`src/rtl/pipeline_pkg.sv`:
```
// Shared pipeline definitions: multiply sequencer state encoding and default operand width.
package pipeline_pkg;

    localparam int unsigned MUL_WIDTH = 32;

    typedef enum logic [1:0] {
        IDLE = 2'd0,
        BUSY = 2'd1,
        DONE = 2'd2
    } mul_state_t;

    // Step counter must reach WIDTH-1, with one spare bit of headroom.
    function automatic int unsigned mul_cnt_width(input int unsigned width);
        return $clog2(width) + 1;
    endfunction

endpackage

```
`src/rtl/mul_shift_add_dp.sv`:
```
// Iterative shift-add multiplier datapath: one multiplier bit per step, low WIDTH product bits.
module mul_shift_add_dp
    import pipeline_pkg::*;
#(
    parameter int unsigned WIDTH = MUL_WIDTH
) (
    input  logic             clock,
    input  logic             reset,
    input  logic             load,
    input  logic             step,
    input  logic [WIDTH-1:0] op_a,
    input  logic [WIDTH-1:0] op_b,
    output logic [WIDTH-1:0] acc,
    output logic             last,
    output logic             mplier_zero
);

    localparam int unsigned CNT_W = mul_cnt_width(WIDTH);

    logic [WIDTH-1:0] acc_q, acc_d;
    logic [WIDTH-1:0] mcand_q, mcand_d;
    logic [WIDTH-1:0] mplier_q, mplier_d;
    logic [CNT_W-1:0] cnt_q, cnt_d;

    always_comb begin
        acc_d    = acc_q;
        mcand_d  = mcand_q;
        mplier_d = mplier_q;
        cnt_d    = cnt_q;
        if (load) begin
            acc_d    = '0;
            mcand_d  = op_a;
            mplier_d = op_b;
            cnt_d    = '0;
        end else if (step) begin
            if (mplier_q[0]) begin
                acc_d = acc_q + mcand_q;
            end
            mcand_d  = mcand_q << 1;
            mplier_d = mplier_q >> 1;
            cnt_d    = cnt_q + CNT_W'(1);
        end
    end

    always_ff @(posedge clock) begin
        if (reset) begin
            acc_q    <= '0;
            mcand_q  <= '0;
            mplier_q <= '0;
            cnt_q    <= '0;
        end else begin
            acc_q    <= acc_d;
            mcand_q  <= mcand_d;
            mplier_q <= mplier_d;
            cnt_q    <= cnt_d;
        end
    end

    assign acc  = acc_q;
    assign last = (cnt_q == CNT_W'(WIDTH - 1));
    // Looks at the multiplier as it will be after this step's shift.
    assign mplier_zero = (mplier_q[WIDTH-1:1] == '0);

endmodule

```
`src/rtl/mul_sequencer.sv`:
```
// Execute-stage MUL sequencer: schedules the shift-add datapath and stalls the pipe until DONE.
module mul_sequencer
    import pipeline_pkg::*;
#(
    parameter int unsigned WIDTH      = MUL_WIDTH,
    parameter bit          EARLY_EXIT = 1'b1
) (
    input  logic             clock,
    input  logic             reset,
    input  logic             x_valid_mul,
    input  logic [WIDTH-1:0] x_op_a,
    input  logic [WIDTH-1:0] x_op_b,
    input  logic             x_advance,
    input  logic             x_flush,
    output logic             x_alu_ready,
    output logic [WIDTH-1:0] mul_result,
    output logic             mul_busy
);

    mul_state_t state_q, state_d;

    logic dp_load;
    logic dp_step;
    logic dp_last;
    logic dp_mplier_zero;

    always_comb begin
        state_d = state_q;
        dp_load = 1'b0;
        dp_step = 1'b0;
        if (x_flush) begin
            state_d = IDLE;
        end else begin
            unique case (state_q)
                IDLE: begin
                    if (x_valid_mul) begin
                        dp_load = 1'b1;
                        // A zero multiplier needs no steps; acc is cleared by the load.
                        state_d = (EARLY_EXIT && (x_op_b == '0)) ? DONE : BUSY;
                    end
                end
                BUSY: begin
                    dp_step = 1'b1;
                    if (dp_last || (EARLY_EXIT && dp_mplier_zero)) begin
                        state_d = DONE;
                    end
                end
                DONE: begin
                    if (x_advance) begin
                        state_d = IDLE;
                    end
                end
                default: state_d = IDLE;
            endcase
        end
    end

    always_ff @(posedge clock) begin
        if (reset) begin
            state_q <= IDLE;
        end else begin
            state_q <= state_d;
        end
    end

    mul_shift_add_dp #(
        .WIDTH(WIDTH)
    ) u_dp (
        .clock      (clock),
        .reset      (reset),
        .load       (dp_load),
        .step       (dp_step),
        .op_a       (x_op_a),
        .op_b       (x_op_b),
        .acc        (mul_result),
        .last       (dp_last),
        .mplier_zero(dp_mplier_zero)
    );

    assign x_alu_ready = ~x_valid_mul | (state_q == DONE);
    assign mul_busy    = (state_q == BUSY);

endmodule

```
`config.mk`:
```
export PLATFORM = sky130hd
export DESIGN_NAME = mul_sequencer
export DESIGN_NICKNAME = d
export VERILOG_FILES = /design/src/rtl/pipeline_pkg.sv /design/src/rtl/mul_shift_add_dp.sv /design/src/rtl/mul_sequencer.sv
export SDC_FILE = /design/constraint.sdc
export NUM_CORES = 1
export LEC_CHECK = 0
export BUFFER_PORTS_ARGS = -buffer_cell sky130_fd_sc_hd__buf_2
export CAP_MARGIN = 20
export CORE_ASPECT_RATIO = 2
export CORE_UTILIZATION = 59
export CTS_BUF_LIST = sky130_fd_sc_hd__clkbuf_8
export DETAILED_ROUTE_END_ITERATION = 10
export GPL_ROUTABILITY_DRIVEN = 0
export PLACE_DENSITY = 0.87
export SETUP_SLACK_MARGIN = 0.02
export SLEW_MARGIN = 10
export SYNTH_ARGS = -nofsm -noshare
export SYNTH_HDL_FRONTEND = slang
export SYNTH_HIERARCHICAL = 1
export SYNTH_SLANG_ARGS = --single-unit
```
`constraint.sdc`:
```
create_clock -name clock -period 3.4 [get_ports clock]
set_input_delay 0.68 -clock clock [delete_from_list [all_inputs] [get_ports clock]]
set_output_delay 0.68 -clock clock [all_outputs]
set_load 0.005 [all_outputs]
```
==> results.md, run 1 <==
* Clock Sinks at 104
* Synth area leader: dfxtp_1
* Arrival @ worst endpoint at 3.14 ns
* GRT Total Usage at 0.2951
* Min Clock Period, post-route at 2.870 ns
* Die ar. at 0.01095 mm^2
* Required @ worst endpoint at 3.67 ns
* Register bit count reported by yosys at 104
* Htree depth at 3
* Post-route ant nets at 0
* Num CTS Buffers at 9
* Root Buffer: clkbuf_8
* Number of distinct library cells after synthesis at 59
* Initial drt markers at 393
* Outcome: completed
* Die width at 74.49 um
* Layout area overhead at 11.93%
* Fin crit share at 0.8442
* Count of pins over their slew limit at 0
* Met3 GRT Util at 0.04733
* Top FF cell, synth: dfxtp_1
* Post_cts resized at 0
* IO Count at 103
* Crit path cell chain: ha_1 > fa_1 > a21o_1 > a221oi_2 > o21bai_1 > a21oi_2 > a211oi_2 > a31oi_2 > mux2i_1 > nand2_1
* Worst Tran Pin Value at 0.9617 ns
* Cts hold-fix bufs at 0
* Total Routed Length at 15.65 mm
* I/O Buffers at 102
* Total power at 2.354 mW
* Ant. Diodes at 0
* Post-synth EDFFs at 0
* Detailed Routing Iterations Pass 1 at 6
* Avg Inst Size Synth at 7.751 um^2
* Crit-path max FO at 4
* Crit end category: flop
* CTS Buffer Depth at 2
* Power per Cell Area at 339.2 mW/mm^2
* Number of global-route vias before repair at 5744
* DR DRC count at 0
* First-pass GRT wire length at 25.33 mm
* Post-Syn Nets at 902
* Starting Density at 0.6109
* Int Pwr at 1.715 mW
* Endpoints failing hold at 0
* Area contributors post-synth: dfxtp_1 34%, mux2i_1 11%, a21oi_1 9.4%
* Clock-pin slew on the worst setup and hold paths at 0.10 ns
* Sequential fraction of the synthesis area at 0.3358
* Leakage dissipation at 2.980 nW
* Share of the synthesized area in the top cell type at 0.3358
* Peak supply drop at 0.2998 mV
* Die Span Y at 147.0 um
* Worst Clk Skew at 0.01151 ns
* Top delay family on crit path: compound AO/OA/AOI/OAI gates
* Detailed placement HPWL at 11.40 mm
* Fmax at 0.3484 GHz
* Comb power frac at 0.128
* Setup TNS at 0 ns
* Vias per cell at 5.868
* Setup Fix Bufs, Post-CTS at 0
* DR WL/cell at 15.48 um
* Post-synth ARST share at 0
* CP bufs+invs at 0
* Sw Ratio at 0.2715
* Worst setup SP type: flop
* Met1 Use GR at 0.2906
* Final core occ at 0.6838
* Most frequent cells in the layout: 155 x nor2_1, 117 x a21oi_1, 104 x dfxtp_1
* RSZ-0062 raised after global routing: no
* Maxcap violations at 0
* TritonCTS clock tree: yes
* Syn Inst Count at 800
* Delay of the slowest critical-path stage at 0.54 ns
* WS Path Type: flop to flop
* Share of cells above drive strength 1 at 0.1610
* Met2 Track Usage GR at 0.5486
* Cell Rows at 52
* Slew headroom at 0.3565
* Total gr overflow at 0
* Skew-Pair Late Insertion Delay at 0.37 ns
* Nets at 973
* Vias at 5933
* Synth Cell Area at 0.006201 mm^2
* Clock share of power at 0.323
* # setup viols final at 0
* Worst min-delay path class: flop to flop
* Initial antenna violation count at 0
* Sw power at 0.6392 mW
* CP max stage cell: a221oi_2
* Core footprint at 0.01015 mm^2
* Synth Warn # at 6
* Largest net degree at the start of global routing at 97
* Reg power frac at 0.548
* Leading cell type in the layout, fill and taps excluded: nor2_1
* Gr busiest metal: met2
[flip-flops by register name (all words and copies together) (netlist names)]
register and flops:
u_dp/cnt_q 6, state_q 2, u_dp/mcand_q 32, u_dp/acc 32, u_dp/mplier_q 32
[Yosys cell counts, drive strengths merged, types with 7 or more instances]
cell type,instances
buf,14
a21o,15
nand4,11
a21oi,119
xnor2,21
inv,10
nand3,12
nor2,155
ha,32
clkbuf,37
nor4,15
mux2i,67
dfxtp,104
o21ai,23
nand2,77
nor3,8
a31oi,7
[metal layers]
metal | up-vias | part of all wire
li1 | 2959 | -
met1 | 2708 | 0.37
met2 | 213 | 0.54
met3 | 53 | 0.047
met4 | 0 | 0.045
met5 | - | 0
[tightest hold or removal path: stages (launching register included)]
cell and delay, ns:
dfxtp_1 0.33, nand2_1 0.05, mux2i_1 0.05
[path summary, 6_finish.rpt]
| kind | start | endpoint | cells after the start | slack [ns] |
|---|---|---|---|---|
| setup reg to reg | u_dp/acc[0] | u_dp/acc[28] | 10 | 0.53 |
| setup / recovery | u_dp/acc[0] | u_dp/acc[28] | 10 | 0.53 |
| hold reg to reg | u_dp/acc[31] | u_dp/acc[31] | 2 | 0.48 |
| hold / removal | u_dp/acc[31] | u_dp/acc[31] | 2 | 0.48 |
[cells by family (layout without fill, tap and decap cells)]
logic type	Yosys count	in the layout	share of synthesized area
DFF	104	104	0.3358
and+or+nand+nor	306	306	0.2133
xor gates and xnor gates	27	27	0.03814
muxes	67	67	0.1082
AOI/OAI and AO/OA	202	202	0.1975
buffers and inverters	61	137	0.03935
adders and majority gates	33	33	0.06780
[final cells by class]
type                    count  area (um^2)
inverters                  10        37.54
flip-flops and latches    104         2082
multi-input cells         635         3886
clock buffers               9        123.9
clock inverters             7        63.81
repair buffers            111        578.1
fillers                   935         3209
well taps                 135        168.9
[per-stage QoR]
step           hold slack, ns  cell area, um^2  instances  setup WS [ns]
6_report               0.4760             6940       1011         0.5298
5_1_grt                0.4925             6940       1011         0.4069
4_1_cts                0.4771             6940       1011         0.5415
3_5_place_dp           0.4615             6753        995         0.5911
3_3_place_gp           0.4558             6753        995         0.6925
2_1_floorplan          0.4586             6201        800         0.8707
[power by group through the flow]
stage / sequential (mW) / clock [mW] / combinational, mW
after floorplan: 1.31 / 0 / 0.211
after global placement: 1.32 / 0 / 0.293
after detailed placement: 1.32 / 0 / 0.298
after CTS: 1.29 / 0.781 / 0.300
after global routing: 1.30 / 0.822 / 0.334
final: 1.29 / 0.762 / 0.302
Power figures use the tool's default switching activity.
==> inputs of run 2 (changes only) <==
--- a/config.mk
+++ b/config.mk
@@ -5,10 +5,11 @@
 export SDC_FILE = /design/constraint.sdc
 export NUM_CORES = 1
 export LEC_CHECK = 0
+export ABC_AREA = 1
 export BUFFER_PORTS_ARGS = -buffer_cell sky130_fd_sc_hd__buf_2
 export CAP_MARGIN = 20
 export CORE_ASPECT_RATIO = 2
-export CORE_UTILIZATION = 59
+export CORE_UTILIZATION = 60
 export CTS_BUF_LIST = sky130_fd_sc_hd__clkbuf_8
 export DETAILED_ROUTE_END_ITERATION = 10
 export GPL_ROUTABILITY_DRIVEN = 0
==> constraint.sdc (replaced) <==
create_clock -name clock -period 2.9 [get_ports clock]
set_input_delay 0.58 -clock clock [delete_from_list [all_inputs] [get_ports clock]]
set_output_delay 0.58 -clock clock [all_outputs]
set_load 0.005 [all_outputs]
==> run 2 against run 1 <==
  * Final cell count increased by 36%
  * Highest routed layer unchanged
  * Die area increased by 9.7%
  * Largest power group unchanged
  * Via count increased by 25%
  * Total power increased by 22%
  * Core utilization increased by 0.32 points
  * Critical path depth decreased by 1
  * Critical path type unchanged
  * Setup slack got worse by 0.029 ns
==> results.md, run 2 <==
* Starting Density at 0.6140 (was 0.6109)
* IO Count at 103 (unchanged)
* Share of the synthesized area in the top cell type at 0.3005 (was 0.3358)
* Layout Cells excl Fill at 1377 (was 1011)
* Slew headroom at 0.4568 (was 0.3565)
* Initial antenna violation count at 0 (unchanged)
* Die Span Y at 154.0 um (was 147.0 um)
* Setup WS post-layout at 0.5006 ns (was 0.5298 ns)
* WS Path Type: flop to flop (unchanged)
* Area of the multi-input gates at 0.003842 mm^2 (was 0.003886 mm^2)
* Nets at 1332 (was 973)
* Clock Sinks at 104 (unchanged)
* Reg2Reg Launch Point: state_q[0] (was u_dp/acc[0])
* Share of cells above drive strength 1 at 0.1206 (was 0.1610)
* Leakage dissipation at 4.393 nW (was 2.980 nW)
* Htree depth at 3 (unchanged)
* Cell Rows at 55 (was 52)
* Cts hold-fix bufs at 0 (unchanged)
* Final core occ at 0.6870 (was 0.6838)
* Number of global-route vias before repair at 7162 (was 5744)
* Count of pins over their slew limit at 0 (unchanged)
* Detailed placement HPWL at 14.72 mm (was 11.40 mm)
* Most frequent cells in the layout: 380 x nand2_1, 225 x inv_1, 104 x dfxtp_1 (was 155 x nor2_1, 117 x a21oi_1, 104 x dfxtp_1)
* CP max stage cell: nor2_4 (was a221oi_2)
* Filler cells at 1030 (was 935)
* Skew-Pair Late Insertion Delay at 0.39 ns (was 0.37 ns)
* First-pass GRT wire length at 31.33 mm (was 25.33 mm)
* Delay of the slowest critical-path stage at 0.59 ns (was 0.54 ns)
* Setup TNS at 0 ns (unchanged)
* Placed Instances at 1361 (was 995)
* Maxcap violations at 0 (unchanged)
* Leading cell type in the layout, fill and taps excluded: nand2_1 (was nor2_1)
* RSZ-0062 raised after global routing: no (unchanged)
* DR DRC count at 0 (unchanged)
* Clock-pin slew on the worst setup and hold paths at 0.10 ns (about the same)
* Register area at 0.002082 mm^2 (unchanged)
* Detailed Routing Iterations Pass 1 at 5 (was 6)
* Top delay family on crit path: buffers and inverters (was compound AO/OA/AOI/OAI gates)
* Sequential fraction of the synthesis area at 0.3005 (was 0.3358)
* Required @ worst endpoint at 3.23 ns (was 3.67 ns)
* Total Routed Length at 19.01 mm (was 15.65 mm)
* CP startpoint: state_q[0] (was u_dp/acc[0])
* Num CTS Buffers at 9 (unchanged)
* Peak supply drop at 0.3441 mV (was 0.2998 mV)
* TritonCTS clock tree: yes (unchanged)
* Worst min-delay path class: primary input to flop (was flop to flop)
* Arrival @ worst endpoint at 2.73 ns (was 3.14 ns)
* Worst Tran Pin Value at 0.8128 ns (was 0.9617 ns)
* Area contributors post-synth: dfxtp_1 30%, nand2_1 21%, inv_1 12% (was dfxtp_1 34%, mux2i_1 11%, a21oi_1 9.4%)
* Synth cell count leaders: 380 x nand2_1, 225 x inv_1, 104 x dfxtp_1 (was 155 x nor2_1, 117 x a21oi_1, 104 x dfxtp_1)
* Die ar. at 0.01201 mm^2 (was 0.01095 mm^2)
* Top FF cell, synth: dfxtp_1 (unchanged)
* Synth Warn # at 6 (unchanged)
* Worst setup SP type: flop (unchanged)
* Min Clock Period, post-route at 2.399 ns (was 2.870 ns)
* Min-delay src: x_op_a[30] (was u_dp/acc[31])
* Placement Cell Area at 0.007541 mm^2 (was 0.006753 mm^2)
* Vias per cell at 5.384 (was 5.868)
* CTS Buffer Depth at 2 (unchanged)
* Post-synth EDFFs at 0 (unchanged)
* Vias at 7414 (was 5933)
* Number of distinct library cells after synthesis at 36 (was 59)
* Layout area overhead at 11.90% (was 11.93%)
* Largest net degree at the start of global routing at 51 (was 97)
* Initial drt markers at 490 (was 393)
* Worst Clk Skew at 0.01989 ns (was 0.01151 ns)
* Post_cts resized at 0 (unchanged)
* Cell with the most instances after synthesis: nand2_1 (was nor2_1)
* Synth area leader: dfxtp_1 (unchanged)
* Syn Inst Count at 1143 (was 800)
* Setup Fix Bufs, Post-CTS at 0 (unchanged)
* Crit path cell chain: inv_1 > nor3_1 > buf_4 > inv_2 > nor2_4 > inv_2 > o221ai_1 > nand2_1 > inv_1 (was ha_1 > fa_1 > a21o_1 > a221oi_2 > o21bai_1 > a21oi_2 > a211oi_2 > a31oi_2 > mux2i_1 > nand2_1)
* Fmax at 0.4168 GHz (was 0.3484 GHz)
* Root Buffer: clkbuf_8 (unchanged)
* Ant. Diodes at 0 (unchanged)
* Crit-path max FO at 35 (was 4)
* # setup viols final at 0 (unchanged)
* Post-Syn Nets at 1245 (was 902)
* Min Hold Slack at 0.4571 ns (was 0.4760 ns)
* Final Instance Area at 0.007754 mm^2 (was 0.006940 mm^2)
* Synth Cell Area at 0.006929 mm^2 (was 0.006201 mm^2)
* Post-synth ARST share at 0 (unchanged)
* Total gr overflow at 0 (unchanged)
* I/O Buffers at 102 (unchanged)
* Worst slack, placed at 0.2648 ns (was 0.5911 ns)
* Crit end category: flop (unchanged)
* CP bufs+invs at 5 (was 0)
* Post-route ant nets at 0 (unchanged)
* Endpoints failing hold at 0 (unchanged)
* Outcome: completed (unchanged)
* Core footprint at 0.01129 mm^2 (was 0.01015 mm^2)
* Fin crit share at 0.8274 (was 0.8442)
* DR WL/cell at 13.80 um (was 15.48 um)
* Die width at 77.99 um (was 74.49 um)
* GRT Total Usage at 0.3280 (was 0.2951)
* Avg Inst Size Synth at 6.062 um^2 (was 7.751 um^2)
* Total power at 2.871 mW (was 2.354 mW)
* Register bit count reported by yosys at 104 (unchanged)
* Power per Cell Area at 370.3 mW/mm^2 (was 339.2 mW/mm^2)
-- run 2: worst reg2reg max path, stage by stage, from the launching register on --
cell and delay [ns]:
dfxtp_1 0.40, inv_1 0.10, nor3_1 0.14, buf_4 0.20, inv_2 0.06, nor2_4 0.59, inv_2 0.41, o221ai_1 0.30
nand2_1 0.08, inv_1 0.06
-- run 2: cell type report --
class | count | share of cell area
well taps | 142 | 0.02291
clock buffers | 10 | 0.01775
clock inverters | 6 | 0.009682
repair buffers | 110 | 0.07520
multi-input cells | 777 | 0.4956
inverters | 228 | 0.1104
flip-flops and latches | 104 | 0.2685
-- run 2: cell families after synthesis --
family	after synthesis	synth area share
xor gates and xnor gates	15	0.01896
AOI/OAI and AO/OA	167	0.1439
buffers and inverters	262	0.1459
DFF	104	0.3005
and+or+nand+nor	562	0.3301
adders and majority gates	33	0.06067
-- run 2: where the power goes --
group          total [mW]  switching (mW)  internal (mW)
clock               0.996           0.559          0.437
combinational       0.358           0.219          0.139
sequential           1.52          0.0409           1.48
total                2.87           0.819           2.05
-- run 2: per-layer routing --
metal / up-vias / routed length, um / global-route usage
met5: - / 0 / 0
met2: 266 / 10220 / 0.6296
li1: 3733 / - / -
met3: 91 / 883 / 0.05045
met1: 3324 / 6820 / 0.3215
met4: 0 / 1079 / 0.1914
-- run 2: final timing paths --
path	depth (start not counted)	slack, ns	endpoint
max	9	0.50	u_dp/mcand_q[19]
min	3	0.46	u_dp/mcand_q[30]
max reg2reg	9	0.50	u_dp/mcand_q[19]
min reg2reg	2	0.49	u_dp/cnt_q[1]
